## src/rtl/qsys_serial_bridge_pkg.sv

```systemverilog
// Shared types and helpers for the Avalon-MM to serial master bridge.
// States, Avalon response codes and serial frame sizing.
package qsys_serial_pkg;

    typedef enum logic [2:0] {
        IDLE,
        SHIFT_OUT,
        WAIT_RDY,
        SHIFT_IN,
        DONE
    } state_t;

    localparam logic [1:0] RESP_OKAY   = 2'b00;
    localparam logic [1:0] RESP_SLVERR = 2'b10;

    // Frame layout: R/W bit, address, byte-enables, data.
    function automatic int frame_width(input int addr_w, input int data_w);
        return 1 + addr_w + data_w / 8 + data_w;
    endfunction

endpackage

```

## src/rtl/qsys_serial_bridge_if.sv

```systemverilog
// Avalon-MM slave bus bundle of the serial bridge.
// The master modport is the bus side, the slave modport the bridge side.
interface qsys_serial_bridge_if #(
    parameter int ADDR_W = 8,
    parameter int DATA_W = 32
);

    logic [ADDR_W-1:0]   address;
    logic [DATA_W-1:0]   writedata;
    logic [DATA_W/8-1:0] byteenable;
    logic                write;
    logic                read;
    logic                chipselect;
    logic [DATA_W-1:0]   readdata;
    logic                readdatavalid;
    logic                waitrequest;
    logic [1:0]          response;

    modport master (
        output address, writedata, byteenable, write, read, chipselect,
        input  readdata, readdatavalid, waitrequest, response
    );

    modport slave (
        input  address, writedata, byteenable, write, read, chipselect,
        output readdata, readdatavalid, waitrequest, response
    );

endinterface

```

## src/rtl/qsys_serial_bridge_bit_timer.sv

```systemverilog
// Serial bit timer: sclk low then high for CLK_DIV clocks each, counted
// over a programmed number of bit periods.
module serial_bit_timer #(
    parameter int CLK_DIV = 2,
    parameter int LEN_W   = 6
) (
    input  logic             clk,
    input  logic             rst,
    input  logic             i_start,
    input  logic [LEN_W-1:0] i_len,
    output logic             o_sclk,
    output logic             o_rise,
    output logic             o_bit_end,
    output logic             o_done
);

    localparam int CNT_W = (2 * CLK_DIV > 1) ? $clog2(2 * CLK_DIV) : 1;
    localparam logic [CNT_W-1:0] RISE_AT = CNT_W'(CLK_DIV - 1);
    localparam logic [CNT_W-1:0] END_AT  = CNT_W'(2 * CLK_DIV - 1);

    logic             r_active;
    logic [CNT_W-1:0] r_cnt;
    logic [LEN_W-1:0] r_bits;
    logic [LEN_W-1:0] r_len;
    logic             r_sclk;

    logic w_rise;
    logic w_end;
    logic w_done;

    assign w_rise = r_active && (r_cnt == RISE_AT);
    assign w_end  = r_active && (r_cnt == END_AT);
    assign w_done = w_end && (r_bits == r_len - 1'b1);

    always_ff @(posedge clk or posedge rst) begin
        if (rst) begin
            r_active <= 1'b0;
            r_cnt    <= '0;
            r_bits   <= '0;
            r_len    <= '0;
            r_sclk   <= 1'b0;
        end else if (i_start) begin
            r_active <= 1'b1;
            r_cnt    <= '0;
            r_bits   <= '0;
            r_len    <= i_len;
            r_sclk   <= 1'b0;
        end else if (r_active) begin
            if (w_end) begin
                r_cnt  <= '0;
                r_sclk <= 1'b0;
                r_bits <= r_bits + 1'b1;
                if (w_done)
                    r_active <= 1'b0;
            end else begin
                r_cnt <= r_cnt + 1'b1;
                if (w_rise)
                    r_sclk <= 1'b1;
            end
        end
    end

    assign o_sclk    = r_sclk;
    assign o_rise    = w_rise;
    assign o_bit_end = w_end;
    assign o_done    = w_done;

endmodule

```

## src/rtl/qsys_serial_bridge.sv

```systemverilog
// Avalon-MM slave to serial master bridge: one frame per command,
// ready handshake with timeout, MSB-first read data shift-in.
module qsys_serial_bridge
    import qsys_serial_pkg::*;
#(
    parameter int ADDR_W  = 8,
    parameter int DATA_W  = 32,
    parameter int CLK_DIV = 2,
    parameter int TIMEOUT = 1024
) (
    input  logic                 csi_MCLK_clk,
    input  logic                 rsi_MRST_reset,
    qsys_serial_bridge_if.slave  avs,
    output logic                 sclk,
    output logic                 sle,
    output logic                 sdo,
    input  logic                 sdi,
    input  logic                 srdy
);

    localparam int FRAME_W = frame_width(ADDR_W, DATA_W);
    localparam int LEN_W   = $clog2(FRAME_W + 1);
    localparam int TO_W    = $clog2(TIMEOUT + 1);
    localparam logic [TO_W-1:0] TO_LAST = TO_W'(TIMEOUT - 1);

    state_t               r_state, w_state_nxt;
    logic [FRAME_W-1:0]   r_shift, w_shift_nxt;
    logic [DATA_W-1:0]    r_rx, w_rx_nxt;
    logic [TO_W-1:0]      r_tcnt, w_tcnt_nxt;
    logic                 r_is_wr, w_is_wr_nxt;
    logic                 r_sle, w_sle_nxt;
    logic                 r_sdo, w_sdo_nxt;
    logic                 r_wait, w_wait_nxt;
    logic                 r_rdv, w_rdv_nxt;
    logic [DATA_W-1:0]    r_rdata, w_rdata_nxt;
    logic [1:0]           r_resp, w_resp_nxt;

    logic                 w_accept;
    logic [DATA_W-1:0]    w_wdata;
    logic [FRAME_W-1:0]   w_frame;
    logic                 w_tm_start;
    logic [LEN_W-1:0]     w_tm_len;
    logic                 w_rise;
    logic                 w_bit_end;
    logic                 w_done;

    // Commands are only sampled while waitrequest is low in IDLE.
    assign w_accept = (r_state == IDLE) && !r_wait && avs.chipselect
                      && (avs.read || avs.write);
    assign w_wdata  = avs.write ? avs.writedata : '0;
    assign w_frame  = {avs.write, avs.address, avs.byteenable, w_wdata};

    assign w_tm_start = w_accept
                        || ((r_state == WAIT_RDY) && srdy && !r_is_wr);
    assign w_tm_len   = w_accept ? LEN_W'(FRAME_W) : LEN_W'(DATA_W);

    serial_bit_timer #(
        .CLK_DIV (CLK_DIV),
        .LEN_W   (LEN_W)
    ) u_timer (
        .clk       (csi_MCLK_clk),
        .rst       (rsi_MRST_reset),
        .i_start   (w_tm_start),
        .i_len     (w_tm_len),
        .o_sclk    (sclk),
        .o_rise    (w_rise),
        .o_bit_end (w_bit_end),
        .o_done    (w_done)
    );

    always_comb begin
        w_state_nxt = r_state;
        w_shift_nxt = r_shift;
        w_rx_nxt    = r_rx;
        w_tcnt_nxt  = r_tcnt;
        w_is_wr_nxt = r_is_wr;
        w_sle_nxt   = r_sle;
        w_sdo_nxt   = r_sdo;
        w_rdv_nxt   = 1'b0;
        w_rdata_nxt = r_rdata;
        w_resp_nxt  = r_resp;
        unique case (r_state)
            IDLE: begin
                if (w_accept) begin
                    w_state_nxt = SHIFT_OUT;
                    w_shift_nxt = w_frame;
                    w_sdo_nxt   = avs.write;
                    w_sle_nxt   = 1'b1;
                    w_is_wr_nxt = avs.write;
                    w_tcnt_nxt  = '0;
                    w_resp_nxt  = RESP_OKAY;
                end
            end
            SHIFT_OUT: begin
                if (w_done) begin
                    w_state_nxt = WAIT_RDY;
                    w_sle_nxt   = 1'b0;
                    w_sdo_nxt   = 1'b0;
                end else if (w_bit_end) begin
                    w_shift_nxt = {r_shift[FRAME_W-2:0], 1'b0};
                    w_sdo_nxt   = r_shift[FRAME_W-2];
                end
            end
            WAIT_RDY: begin
                // srdy on the timeout cycle still counts as success.
                if (srdy) begin
                    w_state_nxt = r_is_wr ? DONE : SHIFT_IN;
                    w_rx_nxt    = '0;
                    w_resp_nxt  = RESP_OKAY;
                end else if (r_tcnt == TO_LAST) begin
                    w_state_nxt = DONE;
                    w_resp_nxt  = RESP_SLVERR;
                    w_rdv_nxt   = !r_is_wr;
                    if (!r_is_wr)
                        w_rdata_nxt = '1;
                end else begin
                    w_tcnt_nxt = r_tcnt + 1'b1;
                end
            end
            SHIFT_IN: begin
                if (w_rise)
                    w_rx_nxt = {r_rx[DATA_W-2:0], sdi};
                if (w_done) begin
                    w_state_nxt = DONE;
                    w_rdv_nxt   = 1'b1;
                    w_rdata_nxt = r_rx;
                    w_resp_nxt  = RESP_OKAY;
                end
            end
            DONE: begin
                w_state_nxt = IDLE;
            end
            default: begin
                w_state_nxt = IDLE;
            end
        endcase
        w_wait_nxt = (w_state_nxt != IDLE);
    end

    always_ff @(posedge csi_MCLK_clk or posedge rsi_MRST_reset) begin
        if (rsi_MRST_reset) begin
            r_state <= IDLE;
            r_shift <= '0;
            r_rx    <= '0;
            r_tcnt  <= '0;
            r_is_wr <= 1'b0;
            r_sle   <= 1'b0;
            r_sdo   <= 1'b0;
            r_wait  <= 1'b1;
            r_rdv   <= 1'b0;
            r_rdata <= '0;
            r_resp  <= RESP_OKAY;
        end else begin
            r_state <= w_state_nxt;
            r_shift <= w_shift_nxt;
            r_rx    <= w_rx_nxt;
            r_tcnt  <= w_tcnt_nxt;
            r_is_wr <= w_is_wr_nxt;
            r_sle   <= w_sle_nxt;
            r_sdo   <= w_sdo_nxt;
            r_wait  <= w_wait_nxt;
            r_rdv   <= w_rdv_nxt;
            r_rdata <= w_rdata_nxt;
            r_resp  <= w_resp_nxt;
        end
    end

    assign sle               = r_sle;
    assign sdo               = r_sdo;
    assign avs.waitrequest   = r_wait;
    assign avs.readdatavalid = r_rdv;
    assign avs.readdata      = r_rdata;
    assign avs.response      = r_resp;

endmodule

```

## src/flat_wrapper.sv

```systemverilog
// flat-port wrapper written by rule: the top's interface ports become plain ports
module qsys_serial_bridge_flat import qsys_serial_pkg::*;
#(
    parameter int ADDR_W  = 8,
    parameter int DATA_W  = 32,
    parameter int CLK_DIV = 2,
    parameter int TIMEOUT = 1024
)
  (csi_MCLK_clk, rsi_MRST_reset, sclk, sle, sdo, sdi, srdy, avs_address, avs_writedata, avs_byteenable, avs_write, avs_read, avs_chipselect, avs_readdata, avs_readdatavalid, avs_waitrequest, avs_response);
  qsys_serial_bridge_if #(.ADDR_W(ADDR_W), .DATA_W(DATA_W)) avs_i ();
  input  logic csi_MCLK_clk;
  input  logic rsi_MRST_reset;
  output logic sclk;
  output logic sle;
  output logic sdo;
  input  logic sdi;
  input  logic srdy;
  input wire logic [$bits(avs_i.address)-1:0] avs_address;
  input wire logic [$bits(avs_i.writedata)-1:0] avs_writedata;
  input wire logic [$bits(avs_i.byteenable)-1:0] avs_byteenable;
  input wire logic [$bits(avs_i.write)-1:0] avs_write;
  input wire logic [$bits(avs_i.read)-1:0] avs_read;
  input wire logic [$bits(avs_i.chipselect)-1:0] avs_chipselect;
  output wire logic [$bits(avs_i.readdata)-1:0] avs_readdata;
  output wire logic [$bits(avs_i.readdatavalid)-1:0] avs_readdatavalid;
  output wire logic [$bits(avs_i.waitrequest)-1:0] avs_waitrequest;
  output wire logic [$bits(avs_i.response)-1:0] avs_response;
  assign avs_i.address = avs_address;
  assign avs_i.writedata = avs_writedata;
  assign avs_i.byteenable = avs_byteenable;
  assign avs_i.write = avs_write;
  assign avs_i.read = avs_read;
  assign avs_i.chipselect = avs_chipselect;
  assign avs_readdata = avs_i.readdata;
  assign avs_readdatavalid = avs_i.readdatavalid;
  assign avs_waitrequest = avs_i.waitrequest;
  assign avs_response = avs_i.response;
  qsys_serial_bridge #(.ADDR_W(ADDR_W), .DATA_W(DATA_W), .CLK_DIV(CLK_DIV), .TIMEOUT(TIMEOUT)) u_core (.csi_MCLK_clk(csi_MCLK_clk), .rsi_MRST_reset(rsi_MRST_reset), .avs(avs_i), .sclk(sclk), .sle(sle), .sdo(sdo), .sdi(sdi), .srdy(srdy));
endmodule
```

## config.mk

```make
export PLATFORM = sky130hd
export DESIGN_NAME = qsys_serial_bridge_flat
export DESIGN_NICKNAME = d
export VERILOG_FILES = /design/src/rtl/qsys_serial_bridge_pkg.sv /design/src/rtl/qsys_serial_bridge_if.sv /design/src/rtl/qsys_serial_bridge_bit_timer.sv /design/src/rtl/qsys_serial_bridge.sv /design/src/flat_wrapper.sv
export SDC_FILE = /design/constraint.sdc
export NUM_CORES = 1
export LEC_CHECK = 0
export CORE_MARGIN = 2
export CORE_UTILIZATION = 45
export DETAILED_ROUTE_END_ITERATION = 8
export GPL_ROUTABILITY_DRIVEN = 1
export HOLD_SLACK_MARGIN = 0.08
export PLACE_DENSITY = 0.67
export REMOVE_ABC_BUFFERS = 1
export SYNTH_ARGS = -nofsm -noshare
export SYNTH_HDL_FRONTEND = slang
export SYNTH_SLANG_ARGS = --single-unit
```

## constraint.sdc

```tcl
create_clock -name csi_MCLK_clk -period 4.4 [get_ports csi_MCLK_clk]
set_input_delay 0.44 -clock csi_MCLK_clk [delete_from_list [all_inputs] [get_ports csi_MCLK_clk]]
set_output_delay 0.44 -clock csi_MCLK_clk [all_outputs]
set_load 0.02 [all_outputs]
```

# Word level (Yosys, flattened, before mapping)
# Index checks and enable logic that the tools add are counted.
[word_totals]
output_inout_bits = 39
regBits = 145
in_bits = 51
[classes]
reduce_logical = 31
n_addsub = 4
eq_ne = 20
muxes = 55
[ops]
columns = ["operator", "n"]
rows = [
  ["2-to-1 mux 32 bit", 7],
  ["2-to-1 mux 44 bit", 3],
  ["one-hot mux 32 bit (2 select lines)", 2],
  ["one-hot mux 44 bit (2 select lines)", 1],
  ["2-to-1 mux 11 bit", 3],
  ["one-hot mux 11 bit (2 select lines)", 1],
  ["!= test 2 bit (second input constant)", 10],
  ["2-to-1 mux 3 bit", 6],
  ["2-to-1 mux 6 bit", 3],
  ["2-to-1 mux 1 bit", 16],
  ["2-to-1 mux 2 bit", 7],
  ["one-hot mux 3 bit (4 select lines)", 1],
  ["AND reduction 4 bit", 3],
  ["adder 11 x 1 -> 11 bit (second input constant)", 1],
  ["== test 11 x 10 -> 1 bit (second input constant)", 1],
  ["nonzero test 2 bit", 5],
  ["AND reduction 3 bit", 3],
  ["nonzero test 3 bit", 3],
  ["logical AND 1 bit", 8],
  ["adder 6 x 1 -> 6 bit (second input constant)", 1],
  ["== test 3 x 2 -> 1 bit (second input constant)", 2],
  ["== test 6 bit", 1],
  ["!= test 3 bit (second input constant)", 2],
  ["one-hot mux 1 bit (2 select lines)", 3],
  ["13 further kinds", 17],
]

# Logic depth before layout (Yosys ltp)
# Gate-level depths: netlist of the first run.
[depth]
ltp_word = 7
depth_mapped = 8

# Cells and area by module
# Synthesis of the first run repeated with hierarchy kept, for this count alone.
[unflattened]
hier_cells = 710
area_unflattened_um2 = 6965.4
[by_module_without_submodules]
columns = ["module", "instances", "area_each_um2", "cells_per_inst"]
rows = [
  ["qsys_serial_bridge", 1, 6114.6, 625],
  ["serial_bit_timer", 1, 850.8, 85],
]

# Least setup slack after synthesis of the first run
# Ideal clock, no wire load.
[synth_timing]
path_type = "flip-flop to flip-flop"
startpoint = "reg u_core.u_timer.r_bits[0]"
endpoint = "reg u_core.r_shift[30]"
t_arrival_ns = 2.115
setup_time_ns = 0.082
path_stages_with_launch = 8
n_path_buf = 3
required_time_ns = 4.318
synth_period_minus_slack_ns = 2.197
slack_ns = 2.203
cell_sequence = "dfrtp_1 > or4b_1 > mux2_4 > buf_6 > or3_1 > buf_6 > buf_6 > a22oi_2"
[synth_between]
elab_chain_len = 4
[synth_lines]
columns = ["item", "line_no", "text"]
rows = [
  ["start, declared", "qsys_serial_bridge_bit_timer.sv:23", "logic [LEN_W-1:0] r_bits;"],
  ["start signal, assigned", "qsys_serial_bridge_bit_timer.sv:52", "r_bits <= r_bits + 1'b1;"],
  ["== test 6 bit", "qsys_serial_bridge_bit_timer.sv:33", "assign w_done = w_end && (r_bits == r_len - 1'b1);"],
  ["logical AND 1 bit", "qsys_serial_bridge_bit_timer.sv:33", ""],
  ["!= test 2 bit (no line)", "--", ""],
  ["AND reduction 4 bit (no line)", "--", ""],
  ["end signal, assigned", "qsys_serial_bridge.sv:155", "r_shift <= w_shift_nxt;"],
  ["end, declared", "qsys_serial_bridge.sv:27", "logic [FRAME_W-1:0] r_shift, w_shift_nxt;"],
]
# Every way passes these cells.
# A chain may end at the register's enable or synchronous reset.

# Worst setup path after layout of the first run
[layout_timing]
startpoint = "reg u_core.r_state[1]"
endpoint = "reg u_core.r_shift[28]"
[layout_between]
elab_chain_len = 6
elab_cells_between_ends = 11
[layout_lines]
columns = ["item", "line_no", "text"]
rows = [
  ["start, declared", "qsys_serial_bridge.sv:26", "state_t r_state, w_state_nxt;"],
  ["start signal, assigned", "qsys_serial_bridge.sv:154", "r_state <= w_state_nxt;"],
  ["logical NOT 3 bit", "qsys_serial_bridge.sv:48, qsys_serial_bridge.sv:82", ""],
  ["logical AND 1 bit (2 in series)", "qsys_serial_bridge.sv:48", "assign w_accept = (r_state == IDLE) && !r_wait && avs.chipselect"],
  ["logical AND 1 bit", "qsys_serial_bridge.sv:49", "&& (avs.read || avs.write);"],
  ["!= test 2 x 1 -> 1 bit (no line)", "--", ""],
  ["AND reduction 4 bit (no line)", "--", ""],
]
# Parallel ways exist; a longest one is shown, timed or not.

==> results of run 1 <==
## final timing paths
check	startpoint	slack, ps	endpoint
max in group asynchronous	rsi_MRST_reset	2910	u_core.r_shift[9]$_DFFE_PP0P_
worst min register to register	u_core.sle$_DFFE_PP0P_	500	u_core.sle$_DFFE_PP0P_
worst max register to register	u_core.r_state[1]$_DFF_PP0_	1600	u_core.r_shift[28]$_DFFE_PP0P_
worst min-delay path	u_core.sle$_DFFE_PP0P_	500	u_core.sle$_DFFE_PP0P_
min in group asynchronous	rsi_MRST_reset	550	u_core.avs.readdata[8]$_DFFE_PP0P_
worst max-delay path	u_core.r_state[1]$_DFF_PP0_	1600	u_core.r_shift[28]$_DFFE_PP0P_
## worst register-to-register path: cells and delay by family, from the launching register on
kind,cells,cell delay [ps]
buffers and inverters,3,1280
AOI/OAI and AO/OA,2,440
DFF,1,670
and+or+nand+nor,2,230
## per-stage QoR
stage | hold WS, ps | TNS, ps | cells | worst slack, ps | power [uW]
finish | 498 | 0 | 905 | 1600 | 4750
global route | 503 | 0 | 905 | 1410 | 5020
CTS | 503 | 0 | 905 | 1590 | 4770
detailed placement | 491 | 0 | 873 | 1340 | 3300
global placement | 479 | 0 | 873 | 1400 | 3220
floorplan | 456 | -80740 | 585 | -1860 | 2870
## power breakdown
group	total [uW]	internal [uW]	switching (uW)
clock network	1470	939	530
registers	1770	1570	201
logic	1500	665	838
## cell families (layout without fill, tap and decap cells)
kind of cell,after synthesis,after routing,share of synthesized area [%]
compound gates,220,220,25.8
mux,3,3,0.510
flops,140,140,51.0
simple gates,206,206,16.1
buf+inv,75,136,4.93
xor+xnor,7,7,0.892
other cells,1,1,0.0545
fa+ha+maj,4,4,0.728
## routing by layer
| metal | track usage (%) | part of all wire (%) | vias to the layer above |
|---|---|---|---|
| li1 | - | - | 2601 |
| met1 | 29.9 | 46 | 2809 |
| met2 | 33.2 | 48 | 160 |
| met3 | 3.85 | 4.1 | 19 |
| met4 | 6.98 | 1.3 | 0 |
| met5 | 0 | 0 | - |
## cell usage after synthesis, drive strengths merged (2+ instances only)
master / n / area share, %
dfrtp: 139 / 51
a21oi: 70 / 5.1
nor2: 59 / 3.2
clkbuf: 57 / 3.1
a221oi: 43 / 5.5
a22oi: 43 / 7.6
and3: 35 / 3.2
nor4: 35 / 3.3
a22o: 32 / 4.1
nand2: 21 / 1.1
buf: 14 / 1.6
and2: 13 / 1.2
nand3: 13 / 0.95
o31ai: 7 / 0.76
nor3: 5 / 0.36
o21ai: 5 / 0.36
xor2: 5 / 0.64
a21o: 4 / 0.44
ha: 4 / 0.73
nand2b: 4 / 0.36
o211ai: 4 / 0.44
or4: 4 / 0.44
inv: 3 / 0.16
nand3b: 3 / 0.33
or3: 3 / 0.27
a21boi: 2 / 0.22
and4: 2 / 0.25
mux2i: 2 / 0.29
nand4: 2 / 0.18
o41ai: 2 / 0.25
or4b: 2 / 0.29
xnor2: 2 / 0.25
## layout make-up
| cell class | instances | area, um2 | area share (%) |
|---|---|---|---|
| timing repair buffer | 100 | 971 | 11.6 |
| tap | 188 | 235 | 2.80 |
| clock inverter | 5 | 77.6 | 0.923 |
| inverter | 4 | 20.0 | 0.238 |
| clock buffer | 27 | 533 | 6.34 |
| sequential | 140 | 3500 | 41.7 |
| multi-input combinational | 441 | 3060 | 36.5 |
## registers in the layout, summed over array words and instances, names as in the netlist, 2 cells and up
signal                 count
u_core.r_shift            44
u_core.r_rx               32
u_core.avs.readdata       32
u_core.r_state             3
u_core.u_timer.r_len       2
u_core.u_timer.r_cnt       2
u_core.r_tcnt             11
u_core.u_timer.r_bits      6
==> impl_metrics.toml, run 1 <==
[worst_setup_path]
path_delay_family = "buffers and inverters"
worstSetupPathDepth = 7
worstSetupStartpointType = "flip-flop"
required_ps = 4660
crit_top_cell = "buf_4"
worst_path_max_delay_cell = "dfrtp_1"
crit_buf_inv = 3
reg2reg_depth = 7
critPathMaxFanout = 46
cpPeakStageDelay_ps = 670
critical_path_class = "flip-flop to flip-flop"
crit_arrival_ps = 3050
path_cells = "nor3b_2 -> buf_4 -> nand2_1 -> buf_4 -> o21bai_4 -> buf_4 -> a22oi_1"
endpoint_kind = "flip-flop"

[grt]
grt_max_degree = 87
grt_util_all_layers_pct = 21.1
grt_pass1_vias = 5480
grt_pass1_wl_um = 27900
antenna_found_initial = 0
overflow = 0

[pwr]
peakVddDrop_uv = 296
cellPowerDensity_nw_per_um2 = 565
power_leakage_uw = 0.00335

[floorplan]
row_count = 45
core_area_um2 = 15100
ios = 90
initial_core_util_pct = 45.6
die_area_um2 = 16300
die_h_um = 128
dieWidth_um = 128

[sta]
setup_viol = 0
max_freq_ghz = 0.358
slew_violations = 0
skew_ps = 7.61
hold_violations = 0
period_share_pct = 63.5
post-route-min-period_ps = 2800
rsz0062_at_grt = "false"
tightest_slew_ps = 1230
maxSlewHeadroom_pct = 18.1

[routing]
first_pass_iters = 7
drc = 0
via_per_inst = 6.18
dr_total_vias = 5589
routed_wl_um = 16600
avgRoutedWirePerCell_um = 18.3
ant_nets = 0
drt_iter0_drc = 534

[place]
place_congestion = 0.843
hpwl_um = 9760
placed_cell_area_um2 = 7790
portBuffers = 88

[synth]
synth-seq-area-share_pct = 51.0
syn_inst = 656
async_flop_share_pct = 100
ys_ff_latch = 140
yosysUniqueCellTypes = 53
synth_edf_count = 0
ys_warn_count = 0
syn_area_per_cell_um2 = 10.5
synth_ff_type = "dfrtp_1"
syn_area_um2 = 6880

[cts]
clockRootBuffer = "clkbuf_16"
clkTransAtPathRegs_ps = 60
clk_latency_ps = 420
numCtsBuffers = 17
cts_hold_buf = 0
cts-resized-gates = 0
cts.path.max_buffers = 2
h-tree-depth = 4
cts.sinks = 140
cts_tree = "yes"
cts_setup_buffers = 0

[outcome]
status = "finished, final reports clean"

[layout]
layout_commonest_cell = "dfrtp_1"
postLayoutCoreUtil_pct = 55.7
syn_to_final_growth_pct = 22.3
final_cell_mix = "dfrtp_1 (139), clkdlybuf4s50_1 (88), a21oi_1 (70), nor2_1 (58), a221oi_1 (43)"
nNetsFinal = 759
final_cell_area_um2 = 8410
drive_gt1_share_pct = 13.2
diodes = 0
fillers = 1268

[run]
cap_violations = 0

[min_path]
hold_path.class = "flip-flop to flip-flop"
holdPathStages = 1
Power figures use the tool's default switching activity.
==> inputs of run 2 (changes only) <==
clock period = 2.4 ns   (was 4.4 ns; I/O delays follow)
==> impl_metrics.toml, run 2 (synthesis gave the netlist of run 1 again) <==
[layout]
seq_area_um2 = 3500
postLayoutCoreUtil_pct = 57.8
fillers = 1255
final_cell_mix = "dfrtp_1 (139), clkdlybuf4s50_1 (88), a21oi_1 (70), nor2_1 (58), a221oi_1 (43)"
layout_commonest_cell = "dfrtp_1"
layoutNonFillerInstCount = 927
largest_reg_flops = 44
syn_to_final_growth_pct = 26.9
regMostFlops = "u_core.r_shift"
nNetsFinal = 781
diodes = 0
drive_gt1_share_pct = 16.2
multi_input_area_um2 = 3060
final_cell_area_um2 = 8730

[sta]
maxSlewHeadroom_pct = 27.9
whs_ps = 182
max_freq_ghz = 0.434
skew_ps = 7.35
post-route-min-period_ps = 2300
rsz0062_at_grt = "false"
tightest_slew_ps = 1080
hold_violations = 0
setup_viol = 0
period_share_pct = 96.0
slew_violations = 0

[routing]
drc = 0
drt_iter0_drc = 554
top_layer = "met4"
avgRoutedWirePerCell_um = 18.6
ant_nets = 0
met3_length_um = 716
dr_total_vias = 5684
routed_wl_um = 17200
first_pass_iters = 4
via_per_inst = 6.13
dr_wl_met2_um = 8520
wl_met1_um = 7670

[worst_setup_path]
required_ps = 2740
crit_buf_inv = 1
path_cells = "or4b_1 -> mux2_4 -> or3_2 -> buf_12 -> a22oi_2"
r2r_end = "u_core.r_shift[4]$_DFFE_PP0P_"
ff2ff_setup_slack_ps = 100
critPathMaxFanout = 43
worst_path_max_delay_cell = "or4b_1"
worstSetupPathDepth = 5
cpPeakStageDelay_ps = 550
path_delay_family = "simple AND/OR/NAND/NOR gates"
startpoint = "u_core.u_timer.r_bits[1]$_DFFE_PP0P_"
crit_arrival_ps = 2640
worstSetupStartpointType = "flip-flop"
endpoint = "u_core.r_shift[4]$_DFFE_PP0P_"
rr_startpoint = "u_core.u_timer.r_bits[1]$_DFFE_PP0P_"
endpoint_kind = "flip-flop"
critical_path_class = "flip-flop to flip-flop"
reg2reg_depth = 5

[floorplan]
initial_core_util_pct = 45.6
die_area_um2 = 16300
die_h_um = 128
core_area_um2 = 15100
dieWidth_um = 128
ios = 90
row_count = 45

[place]
place_congestion = 0.881
hpwl_um = 10600
placedCellCount = 895
placed_cell_area_um2 = 8040
portBuffers = 88

[cts]
cts_setup_buffers = 0
numCtsBuffers = 17
clkTransAtPathRegs_ps = 60
clk_latency_ps = 420
cts.sinks = 140
h-tree-depth = 4
cts-resized-gates = 0
clockRootBuffer = "clkbuf_16"
cts_tree = "yes"
cts.path.max_buffers = 2
cts_hold_buf = 0

[pwr]
finalPower_uw = 9260
power_leakage_uw = 0.00352
cellPowerDensity_nw_per_um2 = 1060
peakVddDrop_uv = 535

[grt]
overflow = 0
grt_util_all_layers_pct = 21.9
grt_pass1_wl_um = 28600
grt_max_degree = 57
grt_pass1_vias = 5517
antenna_found_initial = 0

[run]
cap_violations = 0

[outcome]
status = "finished, final reports clean"

[min_path]
hold_path.class = "input port to async pin"
==> run 2: cell count changes in the layout (fill, tap and decap cells not counted), sizes merged <==
cell / previous run / this run
buf: 12 / 34
bufinv: 2 / 6
clkinv: 3 / 5
clkbuf: 27 / 21
==> run 2: area by class of cell <==
class	instances	area share [%]
Clock buffer	21	5.51
Clock inverter	11	2.42
Inverter	4	0.229
Multi-Input combinational cell	441	35.1
Sequential cell	140	40.2
Tap cell	188	2.70
Timing Repair Buffer	122	13.9
==> run 2: worst min-delay path by stage <==
stage | cells after the start | start | end
global route | 2 | rsi_MRST_reset | u_core.avs.readdata[10]$_DFFE_PP0P_
detailed placement | 1 | u_core.sle$_DFFE_PP0P_ | u_core.sle$_DFFE_PP0P_
CTS | 2 | rsi_MRST_reset | u_core.avs.readdata[11]$_DFFE_PP0P_
finish | 2 | rsi_MRST_reset | u_core.avs.readdata[11]$_DFFE_PP0P_
floorplan | 2 | avs_write | u_core.r_is_wr$_DFFE_PP0P_
global placement | 1 | u_core.sle$_DFFE_PP0P_ | u_core.sle$_DFFE_PP0P_
==> run 2: report_power, final <==
group | switching [uW] | total, uW | internal (uW)
logic | 1620 | 2970 | 1350
clock network | 1010 | 3060 | 2060
registers | 352 | 3240 | 2880
total | 2980 | 9260 | 6290
==> run 2: metal layers <==
layer	vias up	track usage, %
li1	2640	-
met1	2858	30.0
met2	163	34.8
met3	23	4.06
met4	0	8.02
met5	-	0
==> run 2: worst reg2reg max path, cell delays in order (launching register included) <==
cell and delay, ps:
dfrtp_1 420, or4b_1 550, mux2_4 320, or3_2 520, buf_12 220, a22oi_2 200
==> run 2: stage by stage <==
| stage | TNS [ps] | worst slack (ps) |
|---|---|---|
| floorplan | -422910 | -3860 |
| global placement | -2.87 | -2.87 |
| detailed placement | -158 | -30.3 |
| CTS | 0 | 91.2 |
| global route | 0 | 27.9 |
| finish | 0 | 95.1 |
==> inputs of run 3 (changes only) <==
CORE_MARGIN = 10   (was 2)
==> impl_metrics.toml, run 3 (synthesis gave the netlist of run 1 again) <==
[outcome]
status = "finished, final reports clean"

[pwr]
power_leakage_uw = 0.00348
finalPower_uw = 8780
peakVddDrop_uv = 550
cellPowerDensity_nw_per_um2 = 1020

[layout]
drive_gt1_share_pct = 16.2
final_cell_mix = "dfrtp_1 (139), clkdlybuf4s50_1 (88), a21oi_1 (70), nor2_1 (58), a221oi_1 (43)"
regMostFlops = "u_core.r_shift"
layout_commonest_cell = "dfrtp_1"
syn_to_final_growth_pct = 25.6
largest_reg_flops = 44
diodes = 0
nNetsFinal = 782

[routing]
avgRoutedWirePerCell_um = 18.7
routed_wl_um = 17400
first_pass_iters = 5
via_per_inst = 6.14
ant_nets = 0
drc = 0
drt_iter0_drc = 440
dr_total_vias = 5697

[worst_setup_path]
reg2reg_depth = 5
cpPeakStageDelay_ps = 540
worst_path_max_delay_cell = "or4b_1"
critical_path_class = "flip-flop to flip-flop"
worstSetupStartpointType = "flip-flop"
r2r_end = "u_core.r_shift[26]$_DFFE_PP0P_"
path_cells = "or4b_1 -> mux2_4 -> or3_2 -> buf_12 -> a22oi_1"
ff2ff_setup_slack_ps = 90
startpoint = "u_core.u_timer.r_bits[1]$_DFFE_PP0P_"
endpoint_kind = "flip-flop"
critPathMaxFanout = 43
crit_arrival_ps = 2650
rr_startpoint = "u_core.u_timer.r_bits[1]$_DFFE_PP0P_"
required_ps = 2730

[grt]
antenna_found_initial = 0
grt_util_all_layers_pct = 17.1
grt_pass1_vias = 5642
grt_pass1_wl_um = 29000
grt_max_degree = 58
overflow = 0

[floorplan]
dieWidth_um = 144
core_area_um2 = 15100
initial_core_util_pct = 45.6
die_h_um = 144
die_area_um2 = 20600
ios = 90
row_count = 45

[cts]
clk_latency_ps = 420
cts_setup_buffers = 0
cts-resized-gates = 0
h-tree-depth = 4
clockRootBuffer = "clkbuf_16"
clkTransAtPathRegs_ps = 60
cts.sinks = 140
numCtsBuffers = 17
cts.path.max_buffers = 2
cts_tree = "yes"
cts_hold_buf = 0

[min_path]
hold_path.class = "input port to async pin"

[sta]
post-route-min-period_ps = 2310
skew_ps = 9.32
period_share_pct = 96.4
setup_ws_ps = 85.6
rsz0062_at_grt = "false"
whs_ps = 184
maxSlewHeadroom_pct = 32.3
max_freq_ghz = 0.432
hold_violations = 0
tightest_slew_ps = 1020
slew_violations = 0
setup_viol = 0

[place]
place_congestion = 0.813
hpwl_um = 11300
portBuffers = 88
place_ws_ps = -101

[run]
cap_violations = 0
## run 3: how the worst max path moves through the flow
stage,end,depth (start not counted)
floorplan,u_core.r_shift[26]$_DFFE_PP0P_,4
global placement,u_core.r_shift[13]$_DFFE_PP0P_,6
detailed placement,u_core.r_shift[20]$_DFFE_PP0P_,6
CTS,u_core.r_shift[26]$_DFFE_PP0P_,5
global route,u_core.r_shift[26]$_DFFE_PP0P_,5
finish,u_core.r_shift[26]$_DFFE_PP0P_,5
## run 3: area by class of cell
cell class / count / area, um2
clock inverter: 9 / 110
tap: 188 / 235
clock buffer: 23 / 498
timing repair buffer: 123 / 1210
sequential: 140 / 3500
inverter: 4 / 20.0
fill: 1273 / 6450
multi-input combinational: 441 / 3060
## run 3: metrics by stage
| stage | instance area (um2) | utilization [%] | instances | TNS, ps |
|---|---|---|---|---|
| 2_1_floorplan | 6550 | - | 585 | -422910 |
| 3_3_place_gp | 8030 | 53.2 | 896 | 0 |
| 4_1_cts | 8640 | 57.2 | 928 | 0 |
| 3_5_place_dp | 8030 | 53.2 | 896 | -1610 |
| 5_1_grt | 8640 | 57.2 | 928 | 0 |
| 6_report | 8640 | 57.2 | 928 | 0 |
## run 3: worst max-delay path: cells and delay by family, from the launching register on
kind	cells	cell delay, ps
flops	1	430
compound gates	1	200
simple gates	2	1050
buf+inv	1	210
mux	1	310
## run 3: routing by layer
layer | up-vias | global-route usage, % | routed length (um)
met5 | - | 0 | 0
met4 | 0 | 5.21 | 233
li1 | 2658 | - | -
met3 | 21 | 4.06 | 959
met1 | 2849 | 23.1 | 7880
met2 | 169 | 26.6 | 8280
## run 3: power breakdown
group	total, uW	internal (uW)	switching, uW
combinational	2880	1310	1570
sequential	3240	2880	356
clock	2650	1670	986
total	8780	5860	2910
==> variant: new RTL, config.mk and constraints of run 2 <==
`r_shift`, `r_rx` and `r_rdata` no longer have a reset.
--- a/src/rtl/qsys_serial_bridge.sv
+++ b/src/rtl/qsys_serial_bridge.sv
@@ -140,29 +140,29 @@
     always_ff @(posedge csi_MCLK_clk or posedge rsi_MRST_reset) begin
         if (rsi_MRST_reset) begin
             r_state <= IDLE;
-            r_shift <= '0;
-            r_rx    <= '0;
             r_tcnt  <= '0;
             r_is_wr <= 1'b0;
             r_sle   <= 1'b0;
             r_sdo   <= 1'b0;
             r_wait  <= 1'b1;
             r_rdv   <= 1'b0;
-            r_rdata <= '0;
             r_resp  <= RESP_OKAY;
         end else begin
             r_state <= w_state_nxt;
-            r_shift <= w_shift_nxt;
-            r_rx    <= w_rx_nxt;
             r_tcnt  <= w_tcnt_nxt;
             r_is_wr <= w_is_wr_nxt;
             r_sle   <= w_sle_nxt;
             r_sdo   <= w_sdo_nxt;
             r_wait  <= w_wait_nxt;
             r_rdv   <= w_rdv_nxt;
-            r_rdata <= w_rdata_nxt;
             r_resp  <= w_resp_nxt;
         end
+    end
+
+    always_ff @(posedge csi_MCLK_clk) begin
+        r_shift <= w_shift_nxt;
+        r_rx    <= w_rx_nxt;
+        r_rdata <= w_rdata_nxt;
     end
 
     assign sle               = r_sle;
Check against the original RTL: same outputs for any inputs over 10 cycles, from zero or initial values and one cycle with rsi_MRST_reset high; that may be too few to reach the edited logic, so the function may still have changed.
==> variant against run 2 <==
Sequential cell count unchanged. Routed wire length fell by 35%. Utilization up 0.95 points. Design area down 12%. Total power down 11%. Non-clock buffer count shrank 14. Die area fell by 13%. Worst hold slack worse by 83 ps. Largest power group unchanged. Area after synthesis decreased by 13%. Global-route usage is 4.6 points lower. Worst setup slack improved by 26 ps.
==> variant: results (changes against run 2) <==
NumNets Final = 649 (-17%)
grt met1 use = 22.6% (-7.4 points)
Async SR Flop Fraction = 22.9% (-77 points)
WHS = 98.7 ps (-83.4 ps)
WP data arrival = 2390 ps (-250 ps)
DR WL met2 = 5240 um (-38%)
Slowest cell on crit path = or4b_4
Crit Reg-Reg Endpoint = u_core.avs.readdata[25]$_SDFFCE_PP1P_
largest net degree at the start of global routing = 76 (+33%)
Met3 Wirelength = 593 um (-17%)
reg2reg start = u_core.r_state[0]$_DFF_PP0_
synth-to-layout area growth = 29.2%
post-synthesis sequential area ratio = 68.0% (+17 points)
outcome = completed
Metal-1 WL = 5100 um (-34%)
first-pass GRT wire length = 19100 um (-33%)
fin cells = 782 (-16%)
Leakage Power = 3.08 nW (-13%)
FF-to-FF setup slack = 120 ps (+30 ps)
Synth area leaders = edfxtp_1 (54%), dfrtp_1 (13%), nand2_1 (7.1%)
share of cells above drive strength 1 = 10.6% (-5.7 points)
Total GRT Usage = 17.2% (-4.6 points)
met3 Use GR = 5.32% (+1.3 points)
vias in the first global route = 3942 (-29%)
Post-Syn Instances = 499 (-24%)
placed instance count = 751 (-16%)
met2 Usage GRT = 26.0% (-8.8 points)
FILL cells = 1067 (-15%)
Post-synth EDFFs = 108 (+108)
DRT iter0 DRCs = 240 (-57%)
most frequent cells after synthesis = nand2_1 (113), edfxtp_1 (108), and3_1 (35), nand2b_1 (34), o21ai_0 (34)
global placement routability congestion = 0.785 (-11%)
worst IR drop on VDD = 0.680 mV (+27%)
final WL = 11100 um (-35%)
variant: area by class of cell:
type / instances / share of cell area [%]
Clock inverter: 12 / 1.61
Timing Repair Buffer: 108 / 14.1
Tap cell: 176 / 2.86
Clock buffer: 19 / 5.63
Inverter: 7 / 0.342
Multi-Input combinational cell: 320 / 22.9
Sequential cell: 140 / 52.6
variant: kinds of logic after synthesis:
| group | synth area share [%] |
|---|---|
| adders and majority gates | 0.841 |
| muxes | 0.505 |
| buffers and inverters | 2.96 |
| xor gates and xnor gates | 0.883 |
| AOI/OAI and AO/OA | 6.33 |
| other | 0.0630 |
| and+or+nand+nor | 20.5 |
| DFF | 68.0 |
variant: worst max path at each step:
| stage | from | endpoint |
|---|---|---|
| finish | u_core.r_state[0]$_DFF_PP0_ | u_core.avs.readdata[25]$_SDFFCE_PP1P_ |
| global route | u_core.r_state[0]$_DFF_PP0_ | u_core.avs.readdata[25]$_SDFFCE_PP1P_ |
| CTS | u_core.r_state[0]$_DFF_PP0_ | u_core.avs.readdata[29]$_SDFFCE_PP1P_ |
| detailed placement | srdy | u_core.avs.readdata[12]$_SDFFCE_PP1P_ |
| global placement | srdy | u_core.avs.readdata[11]$_SDFFCE_PP1P_ |
| floorplan | u_core.r_state[0]$_DFF_PP0_ | u_core.r_shift[0]$_SDFFCE_PP0P_ |
variant: power by group:
part	internal, mW	switching (mW)	total (mW)
logic	0.807	1.30	2.10
clock network	1.51	0.964	2.48
registers	3.45	0.232	3.68
variant: worst max-delay path, delay by kind of cell (launching register included):
family | cells | cell delay, ps
buffers and inverters | 1 | 220
and+or+nand+nor | 3 | 1160
DFF | 1 | 400
AOI/OAI and AO/OA | 1 | 190
